<file path="src/rtl/lane_hit_judge.sv">
// Multi-lane button judge: per-lane synchroniser, debouncer and hit-window FSM,
// with a global saturating combo counter and score counter.
module lane_hit_judge #(
  parameter int unsigned LANES           = 4,
  parameter int unsigned DEBOUNCE_CYCLES = 3,
  parameter int unsigned COMBO_W         = 8,
  parameter int unsigned SCORE_W         = 16
) (
  input  logic               clk,
  input  logic               reset,
  input  logic [LANES-1:0]   button_in,
  input  logic [LANES-1:0]   note_window,
  output logic [LANES-1:0]   hit_pulse,
  output logic [LANES-1:0]   miss_pulse,
  output logic [LANES-1:0]   stray_pulse,
  output logic [COMBO_W-1:0] combo,
  output logic [SCORE_W-1:0] score
);

  localparam int unsigned CNT_W = $clog2(DEBOUNCE_CYCLES + 1);
  localparam int unsigned H_W   = $clog2(LANES + 1);

  typedef enum logic [2:0] {
    S_IDLE,
    S_OPEN,
    S_HIT,
    S_WAIT,
    S_MISS,
    S_STRAY,
    S_STRAY_W
  } state_t;

  for (genvar l = 0; l < LANES; l++) begin : g_lane
    logic             sync1_q, sync2_q;
    logic             db_q, db_d, db_prev_q;
    logic [CNT_W-1:0] cnt_q, cnt_d;
    logic             press;
    state_t           state_q, state_d;

    // The level only flips after DEBOUNCE_CYCLES consecutive disagreeing samples.
    always_comb begin
      db_d  = db_q;
      cnt_d = '0;
      if (sync2_q != db_q) begin
        if (cnt_q == CNT_W'(DEBOUNCE_CYCLES - 1)) begin
          db_d  = sync2_q;
          cnt_d = '0;
        end else begin
          cnt_d = cnt_q + 1'b1;
        end
      end
    end

    assign press = db_q & ~db_prev_q;

    always_comb begin
      state_d = state_q;
      unique case (state_q)
        S_IDLE: begin
          if (note_window[l])   state_d = S_OPEN;
          else if (press)       state_d = S_STRAY;
        end
        S_OPEN: begin
          if (press)            state_d = S_HIT;
          else if (!note_window[l]) state_d = S_MISS;
        end
        S_HIT:     state_d = note_window[l] ? S_WAIT : S_IDLE;
        S_WAIT: begin
          if (press)            state_d = S_STRAY_W;
          else if (!note_window[l]) state_d = S_IDLE;
        end
        S_MISS:    state_d = note_window[l] ? S_OPEN : S_IDLE;
        S_STRAY:   state_d = note_window[l] ? S_OPEN : S_IDLE;
        S_STRAY_W: state_d = note_window[l] ? S_WAIT : S_IDLE;
        default:   state_d = S_IDLE;
      endcase
    end

    always_ff @(posedge clk) begin
      if (reset) begin
        sync1_q   <= 1'b0;
        sync2_q   <= 1'b0;
        db_q      <= 1'b0;
        db_prev_q <= 1'b0;
        cnt_q     <= '0;
        state_q   <= S_IDLE;
      end else begin
        sync1_q   <= button_in[l];
        sync2_q   <= sync1_q;
        db_q      <= db_d;
        db_prev_q <= db_q;
        cnt_q     <= cnt_d;
        state_q   <= state_d;
      end
    end

    assign hit_pulse[l]   = (state_q == S_HIT);
    assign miss_pulse[l]  = (state_q == S_MISS);
    assign stray_pulse[l] = (state_q == S_STRAY) || (state_q == S_STRAY_W);
  end

  logic [COMBO_W-1:0] combo_q, combo_d;
  logic [SCORE_W-1:0] score_q, score_d;
  logic [H_W-1:0]     h;
  logic [COMBO_W:0]   combo_sum;
  logic [SCORE_W:0]   score_sum;

  // Sums are one bit wider so the carry-out selects saturation.
  always_comb begin
    h = '0;
    for (int unsigned i = 0; i < LANES; i++) begin
      h = h + H_W'(hit_pulse[i]);
    end
    combo_sum = {1'b0, combo_q} + (COMBO_W + 1)'(h);
    score_sum = {1'b0, score_q} + (SCORE_W + 1)'(h);
    combo_d   = combo_sum[COMBO_W] ? '1 : combo_sum[COMBO_W-1:0];
    score_d   = score_sum[SCORE_W] ? '1 : score_sum[SCORE_W-1:0];
    if ((|miss_pulse) || (|stray_pulse)) begin
      combo_d = '0;
    end
  end

  always_ff @(posedge clk) begin
    if (reset) begin
      combo_q <= '0;
      score_q <= '0;
    end else begin
      combo_q <= combo_d;
      score_q <= score_d;
    end
  end

  assign combo = combo_q;
  assign score = score_q;

endmodule

</file>
<file path="config.mk">
export PLATFORM = sky130hd
export DESIGN_NAME = lane_hit_judge
export DESIGN_NICKNAME = d
export VERILOG_FILES = /design/src/rtl/lane_hit_judge.sv
export SDC_FILE = /design/constraint.sdc
export NUM_CORES = 1
export LEC_CHECK = 0
export ABC_AREA = 1
export CORE_MARGIN = 8
export CORE_UTILIZATION = 40
export DETAILED_ROUTE_END_ITERATION = 10
export GPL_TIMING_DRIVEN = 0
export MAX_ROUTING_LAYER = met4
export PLACE_DENSITY = 0.66
export SYNTH_ARGS = -nofsm -noshare
export SYNTH_HDL_FRONTEND = slang
export SYNTH_SLANG_ARGS = --single-unit
</file>
<file path="constraint.sdc">
create_clock -name clk -period 3.61 [get_ports clk]
set_clock_uncertainty 0.2 [all_clocks]
set_input_delay 0.361 -clock clk [delete_from_list [all_inputs] [get_ports clk]]
set_output_delay 0.361 -clock clk [all_outputs]
set_load 0.01 [all_outputs]
</file>
Word level (Yosys, flattened, before mapping)
Index checks and enable logic that the tools add are counted.

word-level totals
  flip-flop bits (word level) = 60
  bits in latches = 0
  RAM bits = 0
  memory bits (read-only) = 0
  output and inout port bits = 36
  word-level logic and storage cells = 161
  memories = 0

operators by class
  add/sub/neg operators = 9
  multiply operators = 0
  divide/modulo/power cells = 0
  $lt $le $gt $ge = 0
  eq/ne operators = 44
  shift-type cells = 0
  muxes and demuxes = 38
  bitwise gates (word level) = 12
  reduce and logical (&&, ||, !) cells = 32

operator list
  cell                                                                   count
  3-bit 2-to-1 mux                                                       24
  3-bit one-hot mux with 5 select lines                                  4
  3-bit equality test, second input constant                             12
  3-bit inequality test, second input constant                           12
  3-bit by 2-bit equality test with 1-bit output, second input constant  8
  2-bit OR reduction                                                     9
  16-bit by 3-bit adder with 17-bit output                               1
  16-bit 2-to-1 mux                                                      1
  3-bit by 1-bit equality test with 1-bit output, second input constant  4
  3-bit logical NOT                                                      4
  3-bit AND reduction                                                    4
  3-bit OR reduction                                                     4
  8-bit by 3-bit adder with 9-bit output                                 1
  2-bit by 1-bit adder with 2-bit output, second input constant          4
  2-bit equality test, second input constant                             4
  2-bit 2-to-1 mux                                                       4
  8-bit 2-to-1 mux                                                       1
  1-bit NOT                                                              8
  2-bit AND reduction                                                    4
  4-bit OR reduction                                                     2
  1-bit logical OR                                                       5
  1-bit AND                                                              4
  1-bit 2-to-1 mux                                                       4
  1-bit inequality test                                                  4
  3 further kinds                                                        3

Depth between registers and ports, before layout
Gate-level depths: netlist (run 1).

  word-level depth = 6
  gate-level depth with buffers = 17
  mapped depth without buffers = 16

Worst setup path before layout (run 1)
Ideal clock, no wire load.

  path type = reg-to-reg
  from = register g_lane[0].state_q[1]
  to = register score_q[10] (netlist: score[10])
  library setup time = 0.109 ns
  data arrival time = 2.881 ns
  required time = 3.301 ns
  setup slack = 0.421 ns
  stages on the path, launching flop included = 18
  buffers on the path = 1
  cells stage by stage = dfxtp_1 inv_1 nor3_1 xor2_1 ha_1 ha_1 ha_1 inv_1 fa_1 inv_1 nand4_1 nand2_2 buf_6 nand3_1 nand2_1 nand3_1 nand2_1 inv_1

on the way
  longest elaborated chain between the ends = 6

RTL lines
  item                                            line  RTL
  start, declared                                 38    state_t state_q, state_d;
  start signal, assigned                          93    state_q <= state_d;
  3-bit by 2-bit equality test with 1-bit output  97    assign hit_pulse[l] = (state_q == S_HIT);
  named net hit_pulse[0]                          13    output logic [LANES-1:0] hit_pulse,
  1-bit by 1-bit adder with 2-bit output          112   h = h + H_W'(hit_pulse[i]);
  2-bit by 1-bit adder with 3-bit output          112
  3-bit by 1-bit adder with 3-bit output          112
  16-bit by 3-bit adder with 17-bit output        115   score_sum = {1'b0, score_q} + (SCORE_W + 1)'(h);
  16-bit 2-to-1 mux                               117   score_d = score_sum[SCORE_W] ? '1 : score_sum[SCORE_W-1:0];
  end signal, assigned                            129   score_q <= score_d;
  end, declared                                   103   logic [SCORE_W-1:0] score_q, score_d;

The timed path passes the listed nets, and every way through them passes these cells.
A chain may end at the register's enable or synchronous reset.

Worst setup path after layout (run 1)
  from = register g_lane[3].state_q[1]
  to = register score_q[8] (netlist: score[8])

on the way
  longest elaborated chain between the ends = 4

RTL lines
  item                                            line
  start, declared                                 38
  start signal, assigned                          93
  3-bit by 2-bit equality test with 1-bit output  97
  3-bit by 1-bit adder with 3-bit output          112
  16-bit by 3-bit adder with 17-bit output        115
  16-bit 2-to-1 mux                               117

No other way between the ends.

==> results of run 1 <==
==> placed cells by master (no fill, tap or decap) <==
cell type / Yosys / final
a21boi_1: 1 / 1
a21o_1: 2 / 2
a21oi_1: 22 / 22
a31oi_1: 5 / 5
buf_2: 4 / 4
buf_6: 1 / 1
bufinv_16: 0 / 1
clkbuf_1: 4 / 4
clkbuf_8: 0 / 9
clkdlybuf4s50_1: 0 / 44
clkinv_2: 0 / 3
clkinvlp_4: 0 / 3
dfxtp_1: 60 / 60
fa_1: 2 / 2
ha_1: 12 / 12
inv_1: 90 / 90
inv_2: 3 / 3
nand2_1: 76 / 76
nand2_2: 5 / 5
nand3_1: 43 / 43
nand3_2: 7 / 7
nand3b_1: 3 / 3
nand4_1: 15 / 15
nor2_1: 41 / 41
nor2_2: 4 / 4
nor2_4: 1 / 1
nor3_1: 7 / 5
nor3_2: 1 / 2
nor3_4: 1 / 2
o211ai_1: 12 / 12
o21ai_0: 4 / 4
o21ai_1: 2 / 2
o31ai_1: 8 / 8
xnor2_1: 3 / 3
xor2_1: 6 / 6
xor2_2: 1 / 1
==> report_power, final <==
part / total, W / switching [W] / internal (W)
sequential: 0.000728 / 0.0000403 / 0.000688
clock: 0.000594 / 0.000280 / 0.000314
combinational: 0.000237 / 0.000136 / 0.000100
==> state kept, by name, indices dropped and copies added (netlist names) <==
| name | flops |
|---|---|
| g_lane.cnt_q | 8 |
| g_lane.db_prev_q | 4 |
| g_lane.sync2_q | 4 |
| g_lane.sync1_q | 4 |
| g_lane.state_q | 12 |
| score | 16 |
| g_lane.db_q | 4 |
| combo | 8 |
==> cells by family after synthesis <==
logic type,count (synthesis),synth area share (%)
AO/OA/AOI/OAI,56,10.8
adder cells (fa/ha/maj),14,5.95
AND/OR/NAND/NOR,204,30.3
buffers and inverters,102,12.4
flip-flops,60,37.6
XOR/XNOR,10,2.98
==> area by class of cell <==
| cell class | count | area [um^2] | area share, % |
|---|---|---|---|
| clock buffers | 9 | 124 | 3.12 |
| clock inverters | 7 | 67.6 | 1.70 |
| plain buffers | 9 | 46.3 | 1.17 |
| flip-flops and latches | 60 | 1200 | 30.2 |
| repair buffers | 44 | 440 | 11.1 |
| well taps | 102 | 128 | 3.21 |
| multi-input cells | 284 | 1620 | 40.7 |
| inverters | 93 | 349 | 8.79 |
==> per-layer routing <==
metal	vias to the layer above	share of wire, %	GRT usage [%]
li1	1549	-	-
met1	1339	44	15.0
met2	70	50	24.0
met3	13	4.9	4.20
met4	0	1.4	4.69
met5	-	0	-
==> path summary, 6_finish.rpt <==
check,from,to,depth (start not counted)
min reg2reg,g_lane[1].sync1_q,g_lane[1].sync2_q,2
max reg2reg,g_lane[3].state_q[1],score[8],15
max,g_lane[3].state_q[1],score[8],15
min,reset,g_lane[2].state_q[1],2
==> what timing repair did <==
| action | in CTS | in global routing |
|---|---|---|
| gates resized for setup | 0 | 3 |
| endpoints found under the hold margin | 0 | 0 |
| setup endpoints to repair | 0 | 16 |
==> through the flow <==
stage	hold slack, ns	std cells	setup slack (ns)	total power, W
after floorplan	0.188	446	0.421	0.000898
after global placement	0.191	592	0.170	0.000970
after detailed placement	0.197	592	0.149	0.000975
after CTS	0.111	608	0.0305	0.00157
after global routing	0.143	608	0.0406	0.00164
final	0.124	608	0.200	0.00156
==> results.yml, run 1 <==
run_status:
  status: "finished, final reports clean"
global_route:
  grt_usage_pct: 14.0
  antenna_found_initial: 0
  grt_overflow_total: 0
  grt_max_degree: 12
  grt_pass1_vias: 2891
  grt_pass1_wl_um: 12600
clocking:
  cts_buffers: 9
  worstSkewPairLatency_ns: 0.34
  cts_max_path_buffers: 2
  htree_levels: 3
  cts.clk_slew.worst_paths_ns: 0.07
  hold_buffers: 0
  cts_tree: "built"
  post_cts.repair.setup_buffers: 0
  cts_root_buf: "clkbuf_8"
  cts_sinks: 60
critical_path:
  slowest_delay_ns: 0.45
  cp.required_ns: 3.69
  endpoint_kind: "register"
  critPathSlowestCell: "nor3_1"
  crit_family: "adder cells"
  path_buf_inv: 5
  path_max_fanout: 10
  r2r_slack_ns: 0.20
  crit_type: "register to register"
  cp.arrival_ns: 3.49
  start_kind: "register"
  cp_cell_sequence: "inv_1 > nor3_1 > ha_1 > ha_1 > ha_1 > inv_1 > fa_1 > inv_1 > nand4_1 > nand2_2 > nand4_1 > buf_2 > nand3_1 > nand2_1 > inv_1"
  cp_common_cell: "inv_1"
place:
  port-buffer-count: 44
  placed_area_um2: 3760
  routabilityCongestion: 0.884
  dpl.hpwl_um: 5600
finish:
  syn_to_final_growth_pct: 24.3
  fin_util_pct: 51.4
  nFillCells: 753
  finalInstanceArea_um2: 3970
  drive_gt1_share_pct: 9.09
  nNetsFinal: 525
  antenna_cells: 0
die:
  coreArea_um2: 7730
  start_util_pct: 41.4
  dieArea_um2: 11100
  fp.dieH_um: 105
  die_w_um: 105
  ios: 46
  std_cell_rows: 32
drt:
  drt_pass1_iterations: 4
  routed_wl_um: 7360
  vias_per_cell: 4.89
  dr.first_iter.drc_count: 139
  wl_per_cell_um: 12.1
  drc_errors: 0
  vias: 2971
  ant_nets: 0
yosys:
  ys_seq_elements: 60
  synth_top_area_cell: "dfxtp_1"
  synth.distinct_cells: 31
  synth_edf_count: 0
  syn_area_um2: 3200
  async_flop_share_pct: 0
  syn_nets: 470
  synth-seq-area-share_pct: 37.6
  yosys_warnings: 0
  synthTopCellsByArea: "dfxtp_1 (38%), inv_1 (11%), nand2_1 (8.9%)"
  syn_inst: 446
  synth-main-ff-cell: "dfxtp_1"
  netlist.area_leader.share_pct: 37.6
  yosys-top-cells-count: "inv_1 (90), nand2_1 (76), dfxtp_1 (60)"
  yosysMostFrequentCell: "inv_1"
  avgSynthCellArea_um2: 7.16
timing:
  hold_viol: 0
  slew_headroom_pct: 62.4
  tns_ns: 0
  timing.final.crit_share_pct: 94.5
  finalSetupViolCount: 0
  rsz0062_at_grt: "no"
  fmax_ghz: 0.293
  maxSlewViolCount: 0
  tightest_slew_ns: 0.560
  period_minus_slack_ns: 3.41
job:
  maxCapViolCount: 0
min_path:
  hold_path_class: "primary input to register"
power:
  power-per-cell-area_nw_per_um2: 393
  p_leak_nw: 1.81
  ir_drop_mv: 0.269
Power figures use the tool's default switching activity.
==> run 2, diff against run 1 <==
--- a/config.mk
+++ b/config.mk
@@ -11,7 +11,6 @@
 export DETAILED_ROUTE_END_ITERATION = 10
 export GPL_TIMING_DRIVEN = 0
 export MAX_ROUTING_LAYER = met4
-export PLACE_DENSITY = 0.66
 export SYNTH_ARGS = -nofsm -noshare
 export SYNTH_HDL_FRONTEND = slang
 export SYNTH_SLANG_ARGS = --single-unit
==> run 2 against run 1 <==
Compared with the run above: final area decreased by 0.72%; sequential power about the same; highest routed layer unchanged; largest power group unchanged; register-to-register slack improved by 0.02 ns; combinational power about the same.
==> results.yml, run 2 (synthesis gave the netlist of run 1 again) <==
run_status:
  status: "finished, final reports clean"
finish:
  multi_input_area_um2: 1610
  fin_util_pct: 51.0
  drive_gt1_share_pct: 8.51
  finalInstanceArea_um2: 3940
  syn_to_final_growth_pct: 23.4
  antenna_cells: 0
  mostFrequentLayoutCell: "inv_1"
  nFillCells: 773
  largest_reg_flops: 16
  regArea_um2: 1200
  final_cell_mix: "inv_1 (90), nand2_1 (76), dfxtp_1 (60)"
  nNetsFinal: 525
power:
  p_leak_nw: 1.81
  design_power_total_w: 0.00149
  power-per-cell-area_nw_per_um2: 379
  ir_drop_mv: 0.315
global_route:
  grt_pass1_vias: 2944
  grt.busiest_layer: "met2"
  use_met1_pct: 16.4
  use_met3_pct: 4.57
  antenna_found_initial: 0
  globalRouteMet2Util_pct: 24.2
  grt_pass1_wl_um: 13300
  grt_usage_pct: 14.6
  grt_max_degree: 11
  grt_overflow_total: 0
min_path:
  hold_path_class: "primary input to register"
clocking:
  cts_max_path_buffers: 2
  cts.clk_slew.worst_paths_ns: 0.06
  cts_tree: "built"
  post_cts.repair.setup_buffers: 0
  htree_levels: 3
  cts_root_buf: "clkbuf_8"
  worstSkewPairLatency_ns: 0.33
  hold_buffers: 0
  cts_sinks: 60
  ctsResizeCount: 0
  cts_buffers: 9
timing:
  slew_headroom_pct: 68.3
  maxSlewViolCount: 0
  tightest_slew_ns: 0.475
  hold_slack_ns: 0.141
  setup_ws_ns: 0.224
  period_minus_slack_ns: 3.39
  hold_viol: 0
  fmax_ghz: 0.295
  timing.final.crit_share_pct: 93.8
  finalSetupViolCount: 0
drt:
  ant_nets: 0
  vias: 2979
  vias_per_cell: 4.91
  routed_wl_um: 7380
  drc_errors: 0
  dr.first_iter.drc_count: 104
  drt_pass1_iterations: 4
  wl_per_cell_um: 12.2
critical_path:
  cp.required_ns: 3.69
  start_kind: "register"
  path_max_fanout: 10
  endpoint_kind: "register"
  cp.arrival_ns: 3.47
  crit_type: "register to register"
die:
  std_cell_rows: 32
  dieArea_um2: 11100
  ios: 46
  die_w_um: 105
  start_util_pct: 41.4
  coreArea_um2: 7730
  fp.dieH_um: 105
place:
  routabilityCongestion: 0.908
  placed_area_um2: 3760
  pre_cts_ws_ns: 0.0519
  port-buffer-count: 44
  dpl.hpwl_um: 5670
job:
  maxCapViolCount: 0
==> run 2: path summary, 6_finish.rpt <==
check,depth (start not counted),to,slack (ns),startpoint
max,16,score[8],0.22,g_lane[1].state_q[1]
min,2,g_lane[2].state_q[1],0.14,reset
max reg2reg,16,score[8],0.22,g_lane[1].state_q[1]
min reg2reg,2,g_lane[1].sync2_q,0.20,g_lane[1].sync1_q
==> run 2: final cells by class <==
type	instances	area share (%)
Clock inverter	2	0.254
Timing Repair Buffer	44	11.2
Sequential cell	60	30.5
Inverter	93	8.85
Buffer	9	1.17
Clock buffer	13	4.03
Tap cell	102	3.24
Multi-Input combinational cell	284	40.8
==> run 2: worst max-delay path, cell delays in order (launching register included) <==
cell     delay [ns]
dfxtp_1        0.38
inv_1          0.12
nor3_2         0.30
xor2_1         0.19
ha_1           0.26
ha_1           0.20
ha_1           0.33
inv_1          0.10
fa_1           0.45
inv_1          0.08
nand4_1        0.10
nand2_2        0.12
nand4_1        0.11
buf_2          0.22
nand3_1        0.09
nand2_1        0.05
inv_1          0.05
==> run 2: routing by layer <==
metal | wire (um) | part of all wire [%]
met3 | 395 | 5.4
met4 | 110 | 1.5
met2 | 3580 | 48
met5 | 0 | 0
met1 | 3300 | 45
==> run 2: through the flow <==
stage / TNS (ns) / std cells
after floorplan: 0 / 446
after global placement: 0 / 592
after detailed placement: 0 / 592
after CTS: 0 / 607
after global routing: -0.00941 / 607
final: 0 / 607
==> run 2: power by group <==
part,switching (W),total [W],leakage [nW],internal [W]
combinational,0.000137,0.000238,1.24,0.000100
sequential,0.0000385,0.000727,0.487,0.000688
clock,0.000249,0.000530,0.0893,0.000281
total,0.000424,0.00149,1.81,0.00107
==> run 3, diff against run 2 <==
--- a/config.mk
+++ b/config.mk
@@ -8,6 +8,7 @@
 export ABC_AREA = 1
 export CORE_MARGIN = 8
 export CORE_UTILIZATION = 40
+export CTS_BUF_LIST = sky130_fd_sc_hd__clkbuf_2
 export DETAILED_ROUTE_END_ITERATION = 10
 export GPL_TIMING_DRIVEN = 0
 export MAX_ROUTING_LAYER = met4
==> run 3 against run 2 <==
Compared with the run above: clock power fell by 40%; cell count rose by 0.16%; final area fell by 2.2%; total power fell by 14%; fmax fell by 0.47%; via count rose by 0.67%; non-clock buffer count rose by 1; die area did not move; worst setup slack got worse by 0.016 ns; largest cell class unchanged.
==> results.yml, run 3 (synthesis gave the netlist of run 1 again) <==
finish:
  fin_util_pct: 49.9
  syn_to_final_growth_pct: 20.7
  finalInstanceArea_um2: 3860
  final_cell_mix: "inv_1 (90), nand2_1 (76), dfxtp_1 (60)"
  largest_reg_flops: 16
  antenna_cells: 0
  drive_gt1_share_pct: 8.50
  mostFrequentLayoutCell: "inv_1"
  nNetsFinal: 526
clocking:
  cts_buffers: 9
  cts.clk_slew.worst_paths_ns: 0.17
  htree_levels: 3
  cts_root_buf: "clkbuf_2"
  cts_sinks: 60
  post_cts.repair.setup_buffers: 0
  worstSkewPairLatency_ns: 0.46
  cts_tree: "built"
  cts_max_path_buffers: 2
die:
  coreArea_um2: 7730
  start_util_pct: 41.4
  std_cell_rows: 32
  die_w_um: 105
  fp.dieH_um: 105
  ios: 46
  dieArea_um2: 11100
timing:
  maxSlewViolCount: 0
  fmax_ghz: 0.294
  timing.final.crit_share_pct: 94.2
  finalSetupViolCount: 0
  tightest_slew_ns: 0.473
  period_minus_slack_ns: 3.40
  slew_headroom_pct: 68.4
  hold_viol: 0
  tns_ns: 0
drt:
  vias_per_cell: 4.93
  routed_wl_um: 7370
  dr.first_iter.drc_count: 163
  vias: 2999
  drt_pass1_iterations: 4
  ant_nets: 0
  drc_errors: 0
  wl_per_cell_um: 12.1
critical_path:
  path_max_fanout: 10
  start_kind: "register"
  slowest_delay_ns: 0.45
  worst_r2r_path_depth: 16
  r2r_slack_ns: 0.21
  crit_type: "register to register"
  reg2reg_to: "score[8]"
  reg2reg_from: "g_lane[1].state_q[1]"
  cp.arrival_ns: 3.61
  cp_common_cell: "inv_1"
  endpoint_kind: "register"
  cp.required_ns: 3.82
  cp_cell_sequence: "inv_1 > nor3_2 > xor2_1 > ha_1 > ha_1 > ha_1 > inv_1 > fa_1 > inv_1 > nand4_1 > nand2_2 > nand4_1 > buf_2 > nand3_1 > nand2_1 > inv_1"
  critPathSlowestCell: "fa_1"
power:
  switchingPower_w: 0.000406
  sw_frac_of_total_pct: 31.7
  combPwrFrac_pct: 18.6
  pwr-share-seq_pct: 56.7
  p_leak_nw: 1.79
  p_clk_share_pct: 24.7
  power-per-cell-area_nw_per_um2: 333
  power.internal_w: 0.000876
  ir_drop_mv: 0.225
place:
  dpl.hpwl_um: 5670
  placed_area_um2: 3760
  port-buffer-count: 44
  routabilityCongestion: 0.908
job:
  maxCapViolCount: 0
min_path:
  min_path_cells: 3
  hold_path_startpoint: "button_in[3]"
  hold_end: "g_lane[3].sync1_q"
  hold_path_class: "primary input to register"
run_status:
  status: "finished, final reports clean"
global_route:
  grt_usage_pct: 14.6
  grt_pass1_vias: 2937
  grt_overflow_total: 0
  antenna_found_initial: 0
  grt_max_degree: 11
  grt_pass1_wl_um: 13300
run 3: cell count changes in the layout (fill, tap and decap cells not counted):
cell and change:
clkinv_1 +2, clkbuf_1 -2, clkbuf_8 -11, clkbuf_2 +11, dlygate4sd3_1 +1
run 3: timing repair:
item                                    in CTS  in global routing
hold buffers                                 1                  0
hold endpoints to repair                     4                  0
endpoints found under the setup margin       0                 16
gates resized for setup                      0                  2
run 3: critical path: cells and delay by family (launching register included):
family	cells	cell delay [ns]
simple gates	6	0.77
flops	1	0.41
xor+xnor	1	0.18
fa+ha+maj	4	1.24
buf+inv	5	0.57
run 3: final cells by class:
class | count | area (um^2)
clock buffers | 11 | 55.1
repair buffers | 45 | 450
plain buffers | 9 | 46.3
well taps | 102 | 128
fillers | 792 | 3870
flip-flops and latches | 60 | 1200
inverters | 93 | 349
clock inverters | 4 | 17.5
multi-input cells | 284 | 1610
run 3: metrics by stage:
stage / worst slack (ns) / hold slack, ns / std cells / total power, W
3_5_place_dp: 0.0519 / 0.193 / 592 / 0.000978
5_1_grt: -0.00489 / 0.157 / 608 / 0.00137
6_report: 0.209 / 0.192 / 608 / 0.00128
2_1_floorplan: 0.421 / 0.188 / 446 / 0.000898
3_3_place_gp: 0.110 / 0.192 / 592 / 0.000974
4_1_cts: 0.00731 / 0.143 / 608 / 0.00130
run 3: routing by layer:
metal	track usage, %	part of all wire [%]	vias up
met5	-	0	-
met4	4.79	1.3	0
met3	4.38	5.5	8
met2	24.4	48	75
met1	16.2	45	1363
li1	-	-	1553
run 3: how the worst max path moves through the flow:
stage / startpoint / to / depth (start not counted)
after global routing: g_lane[1].state_q[1] / score[8] / 17
final: g_lane[1].state_q[1] / score[8] / 16
after detailed placement: g_lane[1].state_q[1] / score[15] / 16
after floorplan: g_lane[0].state_q[1] / score[10] / 17
after CTS: g_lane[1].state_q[1] / score[8] / 16
after global placement: g_lane[1].state_q[1] / score[15] / 16
run 3: power by group through the flow:
| stage | Clock, W | Combinational (W) | Sequential (W) |
|---|---|---|---|
| 2_1_floorplan | 0 | 0.000167 | 0.000731 |
| 6_report | 0.000317 | 0.000239 | 0.000727 |
| 3_5_place_dp | 0 | 0.000239 | 0.000739 |
| 3_3_place_gp | 0 | 0.000236 | 0.000738 |
| 5_1_grt | 0.000365 | 0.000271 | 0.000732 |
| 4_1_cts | 0.000336 | 0.000242 | 0.000724 |
